`src/rtl/detector_pkg.sv`:
```
// Shared definitions for the SSVEP lock-in detector.
// Holds the FSM state encoding, default geometry constants (also used by the stimulus generator)
// and the accumulator width derivation.
package detector_pkg;

   typedef enum logic [1:0] {
      StIdle  = 2'd0,
      StArm   = 2'd1,
      StAccum = 2'd2
   } state_e;

   localparam int unsigned DEFAULT_M         = 64;
   localparam int unsigned DEFAULT_N_PERIODS = 16;
   localparam int unsigned DEFAULT_DATA_W    = 24;

   // Wide enough for M*N_PERIODS full-scale samples of either sign, plus the
   // negated most-negative sample.
   function automatic int unsigned acc_width(input int unsigned data_w,
                                             input int unsigned m,
                                             input int unsigned n_periods);
      return data_w + $clog2(m * n_periods) + 1;
   endfunction

endpackage

```
`src/rtl/acumulador_signo.sv`:
```
// Conditional-negate signed accumulator.
// Ports:
//   clk, reset_n : clock, asynchronous active-low reset
//   clear        : acc <= 0 (wins over load)
//   load         : acc <= acc +/- data_in
//   negate       : subtract data_in instead of adding it
//   data_in      : signed sample, DATA_W bits
//   acc          : current accumulator value
//   sum          : acc plus the signed term of this cycle (combinational)
module acumulador_signo #(
   parameter int unsigned DATA_W = 24,
   parameter int unsigned ACC_W  = 35
) (
   input  logic                     clk,
   input  logic                     reset_n,
   input  logic                     clear,
   input  logic                     load,
   input  logic                     negate,
   input  logic signed [DATA_W-1:0] data_in,
   output logic signed [ACC_W-1:0]  acc,
   output logic signed [ACC_W-1:0]  sum
);

   logic signed [ACC_W-1:0] data_ext;
   logic signed [ACC_W-1:0] term;
   logic signed [ACC_W-1:0] acc_q;
   logic signed [ACC_W-1:0] acc_d;

   // Extend before negating so that -(-2^(DATA_W-1)) is representable.
   assign data_ext = {{(ACC_W - DATA_W){data_in[DATA_W-1]}}, data_in};
   assign term     = negate ? -data_ext : data_ext;
   assign sum      = acc_q + term;
   assign acc      = acc_q;

   always_comb begin
      acc_d = acc_q;
      if (clear) begin
         acc_d = '0;
      end else if (load) begin
         acc_d = sum;
      end
   end

   always_ff @(posedge clk or negedge reset_n) begin
      if (!reset_n) begin
         acc_q <= '0;
      end else begin
         acc_q <= acc_d;
      end
   end

endmodule

```
`src/rtl/detector_lockin.sv`:
```
// Lock-in demodulator: multiplies each sample by +/-1 following the square-wave
// stimulus reference and sums over N_PERIODS periods of M samples, emitting one
// signed result per window through a valid/ready handshake.
// Ports:
//   clk, reset_n  : clock, asynchronous active-low reset
//   enable        : run request; low returns to idle and drops any partial sum
//   data_valid    : strobe qualifying data_in and sinc_ref
//   data_in       : signed sample
//   sinc_ref      : 1 in first half-period, 0 in second
//   result        : last completed window sum
//   result_valid  : result holds an unread value
//   result_ready  : consumer accepts result
//   busy          : aligning or accumulating
//   overrun       : sticky, an unread result was overwritten
module detector_lockin
   import detector_pkg::*;
#(
   parameter int unsigned M         = DEFAULT_M,
   parameter int unsigned N_PERIODS = DEFAULT_N_PERIODS,
   parameter int unsigned DATA_W    = DEFAULT_DATA_W,
   parameter int unsigned ACC_W     = acc_width(DATA_W, M, N_PERIODS)
) (
   input  logic                     clk,
   input  logic                     reset_n,
   input  logic                     enable,
   input  logic                     data_valid,
   input  logic signed [DATA_W-1:0] data_in,
   input  logic                     sinc_ref,
   output logic signed [ACC_W-1:0]  result,
   output logic                     result_valid,
   input  logic                     result_ready,
   output logic                     busy,
   output logic                     overrun
);

   localparam int unsigned WINDOW = M * N_PERIODS;
   localparam int unsigned CNT_W  = $clog2(WINDOW);
   localparam logic [CNT_W-1:0] CNT_LAST = CNT_W'(WINDOW - 1);

   state_e                  state_q, state_d;
   logic [CNT_W-1:0]        cnt_q, cnt_d;
   logic                    ref_prev_q, ref_prev_d;
   logic signed [ACC_W-1:0] result_q, result_d;
   logic                    result_valid_q, result_valid_d;
   logic                    overrun_q, overrun_d;

   logic                    acc_clear;
   logic                    acc_load;
   logic                    window_done;
   logic signed [ACC_W-1:0] acc_value;
   logic signed [ACC_W-1:0] acc_sum;

   acumulador_signo #(
      .DATA_W (DATA_W),
      .ACC_W  (ACC_W)
   ) u_acc (
      .clk     (clk),
      .reset_n (reset_n),
      .clear   (acc_clear),
      .load    (acc_load),
      .negate  (~sinc_ref),
      .data_in (data_in),
      .acc     (acc_value),
      .sum     (acc_sum)
   );

   always_comb begin
      state_d        = state_q;
      cnt_d          = cnt_q;
      ref_prev_d     = ref_prev_q;
      result_d       = result_q;
      result_valid_d = result_valid_q;
      overrun_d      = overrun_q;
      acc_clear      = 1'b0;
      acc_load       = 1'b0;
      window_done    = 1'b0;

      if (result_valid_q && result_ready) begin
         result_valid_d = 1'b0;
      end

      if (!enable) begin
         state_d    = StIdle;
         cnt_d      = '0;
         ref_prev_d = 1'b1;
         acc_clear  = 1'b1;
      end else begin
         unique case (state_q)
            StIdle: begin
               cnt_d      = '0;
               ref_prev_d = 1'b1;
               acc_clear  = 1'b1;
               state_d    = StArm;
            end
            StArm: begin
               if (data_valid) begin
                  ref_prev_d = sinc_ref;
                  // Rising reference edge marks sample 0 of the first window.
                  if (sinc_ref && !ref_prev_q) begin
                     state_d  = StAccum;
                     acc_load = 1'b1;
                     cnt_d    = CNT_W'(1);
                  end
               end
            end
            StAccum: begin
               if (data_valid) begin
                  if (cnt_q == CNT_LAST) begin
                     window_done = 1'b1;
                     acc_clear   = 1'b1;
                     cnt_d       = '0;
                  end else begin
                     acc_load = 1'b1;
                     cnt_d    = cnt_q + CNT_W'(1);
                  end
               end
            end
            default: begin
               state_d = StIdle;
            end
         endcase
      end

      if (window_done) begin
         result_d       = acc_sum;
         result_valid_d = 1'b1;
         // A simultaneous handshake means the old value was consumed.
         if (result_valid_q && !result_ready) begin
            overrun_d = 1'b1;
         end
      end
   end

   always_ff @(posedge clk or negedge reset_n) begin
      if (!reset_n) begin
         state_q        <= StIdle;
         cnt_q          <= '0;
         ref_prev_q     <= 1'b1;
         result_q       <= '0;
         result_valid_q <= 1'b0;
         overrun_q      <= 1'b0;
      end else begin
         state_q        <= state_d;
         cnt_q          <= cnt_d;
         ref_prev_q     <= ref_prev_d;
         result_q       <= result_d;
         result_valid_q <= result_valid_d;
         overrun_q      <= overrun_d;
      end
   end

   assign result       = result_q;
   assign result_valid = result_valid_q;
   assign overrun      = overrun_q;
   assign busy         = (state_q != StIdle);

endmodule

```
`config.mk`:
```
export PLATFORM = sky130hd
export DESIGN_NAME = detector_lockin
export DESIGN_NICKNAME = d
export VERILOG_FILES = /design/src/rtl/detector_pkg.sv /design/src/rtl/acumulador_signo.sv /design/src/rtl/detector_lockin.sv
export SDC_FILE = /design/constraint.sdc
export NUM_CORES = 1
export LEC_CHECK = 0
export BUFFER_PORTS_ARGS = -buffer_cell sky130_fd_sc_hd__buf_4
export CAP_MARGIN = 20
export CORE_ASPECT_RATIO = 0.5
export CORE_MARGIN = 2
export CORE_UTILIZATION = 27
export DETAILED_ROUTE_END_ITERATION = 10
export GPL_ROUTABILITY_DRIVEN = 0
export PLACE_DENSITY = 0.47
export SETUP_SLACK_MARGIN = 0.15
export SYNTH_ARGS = -nofsm -noshare
export SYNTH_HDL_FRONTEND = slang
export SYNTH_SLANG_ARGS = --single-unit
export TNS_END_PERCENT = 1
```
`constraint.sdc`:
```
create_clock -name clk -period 2.7 [get_ports clk]
set_input_delay 0.27 -clock clk [delete_from_list [all_inputs] [get_ports clk]]
set_output_delay 0.27 -clock clk [all_outputs]
set_load 0.05 [all_outputs]
```
### After elaboration in Yosys (flattened, before gate mapping)

Index checks and enable logic that the tools add are counted.

* bits in registers: 85
* output and inout port bits: 38

* add/sub/neg operators: 3
* equal/unequal tests: 9
* multiplexer cells: 30
* reductions and logical operators: 13

Operator list (number)
* $mux W35: 3
* $mux W10: 5
* $add A35 B35 Y35: 1
* $neg A24 Y35: 1
* $pmux W10 S3: 1
* $mux W1: 14
* $add A10 B1 Y10 const B: 1
* $eq A10 B10 Y1 const B: 1
* $ne A3 B3 Y1 const B: 3
* $mux W2: 3
* $pmux W1 S2: 3
* $pmux W2 S3: 1
* $reduce_bool A2 Y1: 3
* $ne A4 B1 Y1 const B: 1
* $reduce_and A2 Y1: 2
* $reduce_and A4 Y1: 1
* $logic_and A1 B1 Y1: 3
* $ne A3 B1 Y1 const B: 1
* $reduce_and A3 Y1: 1
* $eq A2 B1 Y1 const B: 1
* $eq A2 B2 Y1 const B: 1
* $logic_not A1 Y1: 2
* $logic_not A2 Y1: 1
* $ne A2 B2 Y1 const B: 1

### Depth between registers and ports, before layout

Gate-level depths: netlist of the first run.

* depth after elaboration: 8
* mapped depth: 18
* mapped depth without buffers: 17

### Cells and area by module

Synthesis of the first run repeated with hierarchy kept, for this count alone.

* cells, all modules: 649
* area total of the unflattened synthesis: 6198.4 um2

By module, submodules not included
* acumulador_signo: instances 1, cells each 470, area each 3861.2 um2
* detector_lockin: instances 1, cells each 179, area each 2337.2 um2

### Worst setup path after synthesis of the first run

OpenSTA, ideal clock, no wires.

* path kind: input-to-reg
* start: input port data_in[0]
* end: register result_q[34] (netlist: result[34])
* library setup time: 124 ps
* arrival time: 3678 ps
* required time: 2576 ps
* slack: -1102 ps
* stages: 17
* cell sequence: inv_1 ha_1 nor3b_1 nand4b_1 nor3_4 nor2_1 xnor2_1 ha_1 clkbuf_1 and4_1 and2_1 a221oi_1 nand3_1 a21oi_1 o31ai_1 o311a_1 a211o_1

* word-level cells in the longest chain between the ends: 3

RTL lines
* from (decl): line detector_lockin.sv:27 `input logic signed [DATA_W-1:0] data_in,`
* $neg A24 Y35: line acumulador_signo.sv:31 `assign term = negate ? -data_ext : data_ext;`
* $mux W35 (*): line acumulador_signo.sv:31
* $add A35 B35 Y35 (*): line acumulador_signo.sv:32 `assign sum = acc_q + term;`
* to (signal assigned): line detector_lockin.sv:146 `result_q <= result_d;`
* to (decl): line detector_lockin.sv:43 `logic signed [ACC_W-1:0] result_q, result_d;`

Mark *: on every way between the ends. The rest lies on a longest branch, timed or not.
A chain may end at the register's enable or synchronous reset.

### Worst setup path after layout of the first run

* start: input port data_in[12]
* end: register result_q[34] (netlist: result[34])

The elaborated chain is that of the path after synthesis.

==> results of run 1 <==
-- Yosys cell counts, types with 2 or more instances --
master     n
a211o_1    2
a211oi_1   4
a21o_1    18
a21oi_1   49
a221oi_1   4
a22o_1    28
a31oi_1   14
and2_1     4
and3_1     9
and4_1     2
buf_1      2
clkbuf_1  30
dfrtp_1   84
ha_1      41
inv_1     17
mux2_2    22
mux2i_1    2
nand2_1   91
nand2b_1  11
nand3_1   20
nand4_1   11
nand4b_1   3
nor2_1    50
nor2b_1    8
nor3_1     7
nor4_1     5
o211a_1    2
o21a_1     3
o21ai_0   37
o21bai_1   8
o22ai_1    2
o31ai_1    4
or3_1      6
or3_4      2
or4b_2     2
xnor2_1   22
xor2_1    32
-- routing by layer --
| layer | vias up | wire [um] | part of all wire, % | track usage (%) |
|---|---|---|---|---|
| met3 | 24 | 764 | 4.1 | 3.49 |
| met5 | - | 0 | 0 | 0 |
| met4 | 0 | 340 | 1.8 | 5.62 |
| met2 | 74 | 8700 | 46 | 27.9 |
| met1 | 2781 | 9010 | 48 | 21.7 |
| li1 | 2931 | - | - | - |
-- what timing repair did --
action,CTS,global route
hold buffers,1,0
endpoints found under the setup margin,52,54
buffers inserted,5,0
pin swaps,21,5
endpoints found under the hold margin,39,0
resized for setup,55,34
-- flip-flops by register name, summed over array words and instances, names as in the netlist --
register / flops
result: 35
cnt_q: 10
ref_prev_q: 1
u_acc.acc: 35
state_q: 2
overrun: 1
result_valid: 1
-- worst min-delay path by stage --
| stage | slack (ns) | depth (start not counted) | endpoint |
|---|---|---|---|
| after floorplan | -0.03 | 0 | cnt_q[0] |
| after global placement | 0.32 | 1 | state_q[1] |
| after detailed placement | 0.33 | 1 | state_q[1] |
| after CTS | 0.09 | 2 | ref_prev_q |
| after global routing | 0.12 | 2 | ref_prev_q |
| final | 0.11 | 2 | ref_prev_q |
-- power by group through the flow --
stage	sequential [mW]	combinational, mW	clock [mW]
after CTS	1.32	1.08	1.64
after global routing	1.33	1.21	1.68
final	1.32	1.10	1.59
after global placement	1.34	1.03	0
after detailed placement	1.35	1.04	0
after floorplan	1.34	0.565	0
-- kinds of logic after synthesis --
group / Yosys count / share of synthesized area (%)
fa+ha+maj: 42 / 8.83
compound gates: 192 / 21.5
xor+xnor: 54 / 7.84
flops: 85 / 35.3
mux: 24 / 4.44
buf+inv: 49 / 3.05
simple gates: 237 / 19.0
-- worst max-delay path: cells and delay by family --
family                     cells  cell delay, ns
buffers and inverters          1            0.09
xor gates and xnor gates       1            0.15
AOI/OAI and AO/OA              8            1.65
adders and majority gates      1            0.35
and+or+nand+nor                5            1.21
-- cell type report --
type	instances	area, um2
Inverter	17	66.3
Sequential cell	85	2130
Timing Repair Buffer	249	1950
Multi-Input combinational cell	549	4110
Tap cell	300	375
Clock buffer	10	239
Clock inverter	6	134
Fill cell	2171	12800
==> run_results.csv, run 1 <==
group,metric,value,unit
global_routing,grt_pass1_vias,5963,
floorplan,core,21800,um2
route,wire_per_inst,15.5,um
route,route.antenna.remaining_nets,0,
floorplan,num_rows,38,
finish,final_cell_mix,"buf_4, nand2_1, dfrtp_1, nor2_1, ha_1",
yosys,synth_edf_count,0,
cts,clock_latency,0.37,ns
worst_hold_path,hold_class,"input port to flop",
yosys,synth_top_cell_by_area,"dfrtp_1",
placement,dp_cells,1194,
worst_hold_path,timing.hold.worst.start,"enable",
setup_path,crit_chain,"buf_6 -> or3_4 -> or4_4 -> nand2b_4 -> nor2_4 -> a21oi_1 -> xor2_1 -> ha_1 -> a211o_1 -> a21oi_2 -> nand2_1 -> a31oi_2 -> o21a_1 -> o31ai_2 -> o311a_1 -> a211o_1",
yosys,yosysWarningCount,0,
timing,fin_crit_sh,129,%
power,combPwrFrac,27.4,%
setup_path,regToRegSetupSlack,-0.28,ns
cts,cts_buffer_depth,2,
power,p_sw,1.21,mW
cts,clkSinkCount,85,
timing,rsz0062_at_grt,"true",
setup_path,ff2ff_path_depth,12,
timing,clock.fmax,0.288,GHz
timing,hold_slack,0.111,ns
route,drt_iter0_drc,237,
job,cap_viol_max_count,0,
setup_path,cp-endpoint,"result[34]",
cts,cts_inserted_buffers,9,
setup_path,cp-start-kind,"input port",
timing,worst_pin_slew,0.616,ns
power,power_frac_clock,39.6,%
global_routing,grt.overflow.total,0,
status,violations,"setup timing",
power,p_per_area,446,nW/um2
setup_path,slowest_delay,0.43,ns
setup_path,required,2.96,ns
yosys,syn_avg_cell_area,8.83,um2
setup_path,setup.worst_path.start,"data_in[12]",
power,peakVddDrop,0.000210,V
cts,h-tree-depth,3,
timing,finalSetupTns,-20.21,ns
placement,place_ws,-1.44,ns
yosys,syn_nets,755,
yosys,syn-cell-area,6030,um2
timing,maxSlewViolCount,0,
yosys,async_flop_share,100,%
power,p_int,2.80,mW
placement,post_dp_cell_area,8220,um2
setup_path,r2r-end,"result[34]",
finish,fin_cells,1216,
setup_path,crit_top_cell,"a211o_1",
timing,hold_viol_final,0,
setup_path,r2r_start,"u_acc.acc[0]",
placement,hpwl,14300,um
route,drc_errors,0,
power,swShare,30.2,%
setup_path,critPathMaxFanout,5,
global_routing,antenna_found_initial,0,
floorplan,die_y,110,um
finish,final_nets,983,
route,first_pass_iters,4,
cts,root_buffer,"clkbuf_16",
timing,fin_crit,3.48,ns
finish,drive_gt1_share,39.6,%
yosys,syn_inst,683,
yosys,synthTopCellsByArea,"dfrtp_1, ha_1, nand2_1, xor2_1, mux2_2",
timing,setup_ws,-0.778,ns
setup_path,cp.arrival,3.73,ns
setup_path,criticalPathCategory,"input port to flop",
yosys,yosysTopAreaCellShare,34.8,%
global_routing,track_usage,16.7,%
finish,syn_to_final_growth,49.2,%
finish,diodes,0,
route,drt-total-wl,18800,um
floorplan,die_area,23600,um2
timing,finalSetupViolCount,41,
route,via_count,5810,
global_routing,grt_max_degree,43,
power,cellLeakagePower,4.56,nW
global_routing,grt_pass1_wl,30800,um
timing,max_slew_margin,58.4,%
floorplan,start_util,27.7,%
finish,fin_util,41.3,%
setup_path,crit_path_end_kind,"flop",
yosys,ys_types,62,
yosys,synth_seq_cells,85,
finish,final_cell_area,9000,um2
floorplan,io_pins,68,
status,outcome,"finished with violations",
power,seq_power_share,33.0,%
yosys,ys_seq_area_share,35.3,%
timing,fin_skew,0.00821,ns
yosys,synth_ff_type,"dfrtp_1",
cts,cts_tree,"yes",
floorplan,die_x,215,um
route,routed_via_density,4.78,
power,p_total,4.01,mW
setup_path,crit_slowest_cell,"or4_4",
placement,io_buffers,67,
cts,path_clk_slew,0.07,ns
finish,mostFrequentLayoutCell,"buf_4",
No activity file was read; power rests on OpenSTA's default activity.
==> run 2, diff against run 1 <==
ABC_AREA = 1   (was default)
==> run 2 against run 1 <==
Effect of this change:
- the run now ends clean
- final area grew 6.2%
- combinational power increased by 28%
- synthesized area is 8.0% higher
- utilization decreased by 1.2 points
- sequential share of layout area down 1.4 points
- clock power is 12% lower
- routed wire length is 15% higher
- maximum frequency rose by 36%
- non-clock buffer count decreased by 50
- die area grew 7.8%
- largest power group is now combinational logic
- highest routed layer unchanged
==> run_results.csv, run 2 <==
group,metric,value,unit
global_routing,grt_pass1_vias,6927,
placement,hpwl,16400,um
yosys,syn-cell-area,6510,um2
placement,io_buffers,67,
yosys,yosys-top-cells-count,"nand2_1, inv_1, nand3_1",
yosys,yosysWarningCount,0,
finish,syn_to_final_growth,46.8,%
global_routing,track_usage,17.5,%
route,first_pass_iters,5,
finish,diodes,0,
floorplan,io_pins,68,
yosys,ys_types,38,
timing,hold_viol_final,0,
route,drt-total-wl,21700,um
timing,clock.fmax,0.392,GHz
floorplan,core,23800,um2
power,p_per_area,434,nW/um2
timing,maxSlewViolCount,0,
timing,fin_skew,0.00809,ns
floorplan,die_x,224,um
floorplan,start_util,27.3,%
power,seq_power_share,32.4,%
setup_path,worstPathBufferInverterCount,4,
yosys,ys_seq_area_share,32.7,%
route,wire_per_inst,14.7,um
yosys,synthTopCellsByArea,"dfrtp_1, nand2_1, nand3_1, ha_1, inv_1",
power,combPwrFrac,34.0,%
cts,clock_latency,0.36,ns
power,p_int,2.70,mW
yosys,synth_seq_cells,85,
setup_path,slowest_delay,0.31,ns
job,cap_viol_max_count,0,
timing,rsz0062_at_grt,"true",
setup_path,critPathMaxFanout,4,
route,routed_via_density,4.65,
yosys,syn_avg_cell_area,6.71,um2
yosys,yosys.cell_count.top_type,"nand2_1",
timing,finalSetupViolCount,0,
yosys,syn_inst,971,
setup_path,crit_chain,"buf_4 -> nor2_4 -> nand3_4 -> nor3_4 -> nand2_4 -> nor2_4 -> nand3_4 -> o21ai_4 -> buf_12 -> inv_1 -> ha_4 -> nand2_4 -> nor2_4 -> inv_1 -> nor4_4 -> nand2_2 -> nand2_1 -> nand2_2 -> nand3_1 -> nand2_1",
power,cellLeakagePower,5.02,nW
timing,worst_pin_slew,0.599,ns
power,peakVddDrop,0.000269,V
setup_path,crit_slowest_cell,"nor4_4",
timing,finalSetupTns,0,ns
setup_path,cp.arrival,2.80,ns
route,drc_errors,0,
setup_path,required,2.95,ns
timing,fin_crit,2.55,ns
worst_hold_path,hold_class,"input port to flop",
setup_path,crit_path_end_kind,"flop",
timing,fin_crit_sh,94.5,%
cts,cts_buffer_depth,2,
cts,root_buffer,"clkbuf_16",
yosys,synth_ff_type,"dfrtp_1",
cts,h-tree-depth,3,
global_routing,grt_pass1_wl,35100,um
floorplan,die_y,114,um
route,route.antenna.remaining_nets,0,
finish,drive_gt1_share,33.9,%
power,p_sw,1.45,mW
yosys,syn_nets,1043,
setup_path,crit_top_cell,"nor2_4",
finish,mostFrequentLayoutCell,"nand2_1",
floorplan,die_area,25500,um2
route,via_count,6890,
cts,cts_inserted_buffers,9,
setup_path,crit_family,"simple AND/OR/NAND/NOR gates",
route,drt_iter0_drc,401,
power,swShare,34.9,%
yosys,async_flop_share,100,%
power,power_frac_clock,33.6,%
yosys,synth_edf_count,0,
finish,final_nets,1233,
global_routing,antenna_found_initial,0,
status,outcome,"finished, final reports clean",
timing,hold_slack,0.190,ns
timing,max_slew_margin,60.1,%
global_routing,grt_max_degree,48,
yosys,yosysTopAreaCellShare,32.3,%
yosys,synth_top_cell_by_area,"dfrtp_1",
setup_path,criticalPathCategory,"input port to flop",
cts,clkSinkCount,85,
floorplan,num_rows,40,
global_routing,grt.overflow.total,0,
cts,cts_tree,"yes",
setup_path,cp-start-kind,"input port",
finish,final_cell_mix,"nand2_1, buf_4, inv_1, nand3_1, dfrtp_1",
cts,path_clk_slew,0.07,ns
run 2: worst paths after layout:
| check | startpoint | endpoint | cells past startpoint | slack (ns) |
|---|---|---|---|---|
| max in group asynchronous | reset_n | result[9] | 3 | 1.56 |
| max reg2reg | u_acc.acc[0] | result[28] | 13 | 0.43 |
| min | result_ready | result_valid | 4 | 0.19 |
| min reg2reg | result[20] | result[20] | 2 | 0.48 |
| min in group asynchronous | reset_n | cnt_q[0] | 2 | 0.45 |
| max | data_in[4] | result[30] | 20 | 0.15 |
run 2: cell type report:
class	instances	area [um2]
clock buffer	13	250
clock inverter	3	68.8
fill	2498	14300
inverter	138	527
multi-input combinational	728	4620
sequential	85	2130
tap	315	394
timing repair buffer	199	1570
run 2: power by group through the flow:
stage / Clock [mW] / Combinational, mW / Sequential [mW]
global placement: 0 / 1.17 / 1.36
floorplan: 0 / 0.708 / 1.36
CTS: 1.44 / 1.29 / 1.34
finish: 1.40 / 1.41 / 1.34
global route: 1.49 / 1.56 / 1.35
detailed placement: 0 / 1.19 / 1.37
run 2: kinds of logic (layout without fill, tap and decap cells):
kind of cell,Yosys count,after routing,share of synthesized area [%]
compound gates,124,124,10.2
fa+ha+maj,42,42,8.18
flops,85,85,32.7
simple gates,524,524,34.2
buf+inv,158,353,9.72
xor+xnor,38,38,5.11
run 2: worst reg2reg max path: stages (launching register included):
cell and delay (ns):
dfrtp_1 0.38, ha_1 0.24, fa_1 0.41, nand3_1 0.09
nand3_1 0.20, nand2_1 0.11, nand2_1 0.09, buf_4 0.14
nand2_1 0.04, nand2_1 0.09, nand3_1 0.10, nand3_1 0.10
nand3_1 0.10, nand2_1 0.06
run 2: layer usage:
layer	vias up	track usage (%)	wire [um]
met2	104	29.8	10000
met1	3256	23.1	10600
li1	3500	-	-
met4	0	4.62	410
met3	30	3.22	732
met5	-	0	0
run 2: through the flow:
step / setup WS [ns] / std cells / area, um2 / total power [mW] / util, %
floorplan: 0.145 / 971 / 6550 / 2.07 / -
global placement: -0.566 / 1448 / 8210 / 2.54 / 34.5
detailed placement: -0.642 / 1448 / 8210 / 2.56 / 34.5
CTS: 0.0949 / 1473 / 8980 / 4.08 / 37.7
global route: -0.0255 / 1481 / 9560 / 4.40 / 40.1
finish: 0.149 / 1481 / 9560 / 4.16 / 40.1
run 2: timing repair:
action                                  CTS  global route
setup buffers                             8             8
endpoints found under the setup margin   39            54
endpoints found under the hold margin    37             0
hold buffers                              1             0
resized for setup                        94           138
pin swaps                                35            80
==> run 3, diff against run 2 <==
CTS_BUF_LIST = sky130_fd_sc_hd__clkbuf_4   (was default)
SYNTH_HIERARCHICAL = 1   (was default)
==> run 3 against run 2 <==
Effect of this change:
- maximum frequency is 0.15% lower
- cell count is 6.3% higher
- clock power fell by 36%
- critical path depth grew 1
- sequential power hardly changed
- critical path type unchanged
- sequential share of layout area grew 0.53 points
- first-iteration DRC count shrank 12%
- largest cell class unchanged
- setup slack got worse by 0.0038 ns
==> run_results.csv, run 3 <==
group,metric,value,unit
yosys,synth_ff_type,"dfrtp_1",
route,first_pass_iters,5,
timing,fin_crit_sh,94.6,%
timing,maxSlewViolCount,0,
setup_path,critPathMaxFanout,7,
route,route.antenna.remaining_nets,0,
global_routing,use_met2,26.2,%
timing,finalSetupViolCount,0,
power,p_total,3.51,mW
power,peakVddDrop,0.000171,V
status,outcome,"finished, final reports clean",
floorplan,io_pins,68,
cts,cts_inserted_buffers,9,
yosys,synthTopCellsByArea,"dfrtp_1, nand2_1, inv_1, ha_1, nor2_1",
timing,clock.fmax,0.391,GHz
timing,worst_pin_slew,0.707,ns
placement,io_buffers,67,
job,cap_viol_max_count,0,
yosys,ys_types,41,
placement,hpwl,17400,um
global_routing,track_usage,16.1,%
cts,clkSinkCount,85,
yosys,syn_inst,1037,
timing,hold_viol_final,0,
yosys,synth_top_cell_by_area,"dfrtp_1",
global_routing,busiest_layer,"met2",
route,drt-total-wl,21900,um
timing,rsz0062_at_grt,"true",
global_routing,grt_pass1_wl,35200,um
global_routing,use_met3,3.09,%
timing,setup_ws,0.145,ns
global_routing,grt_max_degree,53,
cts,h-tree-depth,3,
yosys,async_flop_share,100,%
floorplan,start_util,27.8,%
global_routing,antenna_found_initial,0,
yosys,syn_nets,1109,
finish,drive_gt1_share,28.7,%
global_routing,grtUsageMet1,21.9,%
finish,final_cell_mix,"nand2_1, buf_4, inv_1, dfrtp_1, nor2_1",
route,wire_per_inst,13.9,um
setup_path,criticalPathCategory,"input port to flop",
worst_hold_path,hold_class,"input port to flop",
power,p_per_area,376,nW/um2
yosys,yosysTopAreaCellShare,29.7,%
timing,fin_skew,0.0399,ns
global_routing,grt_pass1_vias,6885,
placement,dp_cells,1554,
yosys,yosysWarningCount,6,
yosys,ys_seq_area_share,30.0,%
route,via_count,7058,
yosys,synth_edf_count,0,
timing,fin_crit,2.55,ns
floorplan,core,25500,um2
yosys,syn_avg_cell_area,6.83,um2
floorplan,die_y,119,um
floorplan,num_rows,41,
finish,fin_cells,1574,
cts,root_buffer,"clkbuf_4",
timing,max_slew_margin,52.9,%
route,drc_errors,0,
cts,path_clk_slew,0.15,ns
yosys,yosys-top-cells-count,"nand2_1, inv_1, nor2_1",
setup_path,cp-start-kind,"input port",
finish,diodes,0,
cts,cts_tree,"yes",
cts,cts_buffer_depth,2,
global_routing,grt.overflow.total,0,
route,routed_via_density,4.48,
power,cellLeakagePower,5.05,nW
yosys,syn-cell-area,7080,um2
finish,syn_to_final_growth,31.8,%
placement,place_ws,-0.531,ns
floorplan,die_area,27600,um2
finish,final_nets,1297,
yosys,synth_seq_cells,85,
setup_path,required,3.10,ns
cts,clock_latency,0.51,ns
setup_path,cp.arrival,2.95,ns
yosys,yosys.cell_count.top_type,"nand2_1",
setup_path,crit_path_end_kind,"flop",
route,drt_iter0_drc,352,
finish,mostFrequentLayoutCell,"nand2_1",
floorplan,die_x,233,um
timing,hold_slack,0.153,ns
-- run 3: changes by cell type in the layout (fill, tap and decap cells not counted), sizes merged, moves of 5 or more --
| cell | before | now |
|---|---|---|
| and2 | 0 | 15 |
| a22o | 0 | 5 |
| nand3 | 108 | 56 |
| nand2 | 298 | 354 |
| nor2 | 84 | 107 |
| nand4 | 4 | 42 |
| inv | 137 | 146 |
| o21ai | 69 | 47 |
-- run 3: cell families after synthesis --
| logic type | synth area share, % |
|---|---|
| AO/OA/AOI/OAI | 7.93 |
| XOR/XNOR | 5.35 |
| adder cells (fa/ha/maj) | 7.52 |
| buffers and inverters | 10.3 |
| flip-flops | 30.0 |
| AND/OR/NAND/NOR | 38.9 |
-- run 3: where the power goes --
| group | leakage [nW] | total, mW | internal (mW) | switching (mW) |
|---|---|---|---|---|
| Sequential | 1.18 | 1.33 | 1.31 | 0.0232 |
| Clock | 0.0903 | 0.892 | 0.385 | 0.507 |
| Combinational | 3.78 | 1.29 | 0.485 | 0.804 |
-- run 3: worst max-delay path, stage by stage --
cell and delay, ns:
buf_4 0.12, buf_4 0.13, nor2_2 0.17, nand3_4 0.14, nor2_4 0.15, buf_4 0.14
nand4_2 0.10, nand2_4 0.14, inv_1 0.05, ha_1 0.34, buf_4 0.15, nand2_2 0.08
nor2_2 0.14, nand2_1 0.11, nor3_2 0.13, nand2_1 0.11, nand2_1 0.08, nand2_1 0.07
and2_4 0.17, nand4_1 0.09, nand2_1 0.06
-- run 3: cell type report --
type                            count  area (um2)
Multi-Input combinational cell    781        4510
Inverter                          147         552
Clock inverter                      6        87.6
Fill cell                        2712       16200
Clock buffer                       10        75.1
Sequential cell                    85        2130
Timing Repair Buffer              201        1550
Tap cell                          344         430
-- run 3: path summary, 6_finish.rpt --
| check | from | to | slack, ns | depth (start not counted) |
|---|---|---|---|---|
| min in group asynchronous | reset_n | cnt_q[9] | 0.35 | 2 |
| worst min-delay path | enable | result[5] | 0.15 | 3 |
| worst max register to register | u_acc/acc[0] | result[30] | 0.30 | 16 |
| worst max-delay path | data_in[2] | result[34] | 0.15 | 21 |
| worst min register to register | result[7] | result[7] | 0.48 | 2 |
| max in group asynchronous | reset_n | u_acc/acc[12] | 1.69 | 3 |
-- run 3: timing repair --
item                                    4_1_cts  5_1_grt
buffers inserted                              0        2
gates cloned                                  0        0
endpoints found under the hold margin        51        0
endpoints found under the setup margin        3       46
hold buffers                                  2        0
gates resized for setup                       4       77
pin swaps                                     0       16
-- run 3: per-layer routing --
metal	vias up	part of all wire (%)
met5	-	0
met4	0	1.5
met3	17	3.3
met2	93	46
met1	3275	50
li1	3673	-
-- run 3: stage by stage --
| step | cell area (um2) | util [%] | TNS [ns] |
|---|---|---|---|
| 3_3_place_gp | 8870 | 34.8 | -13.34 |
| 3_5_place_dp | 8870 | 34.8 | -13.59 |
| 6_report | 9340 | 36.6 | 0 |
| 2_1_floorplan | 7090 | - | 0 |
| 4_1_cts | 9070 | 35.6 | 0 |
| 5_1_grt | 9340 | 36.6 | -0.0381 |
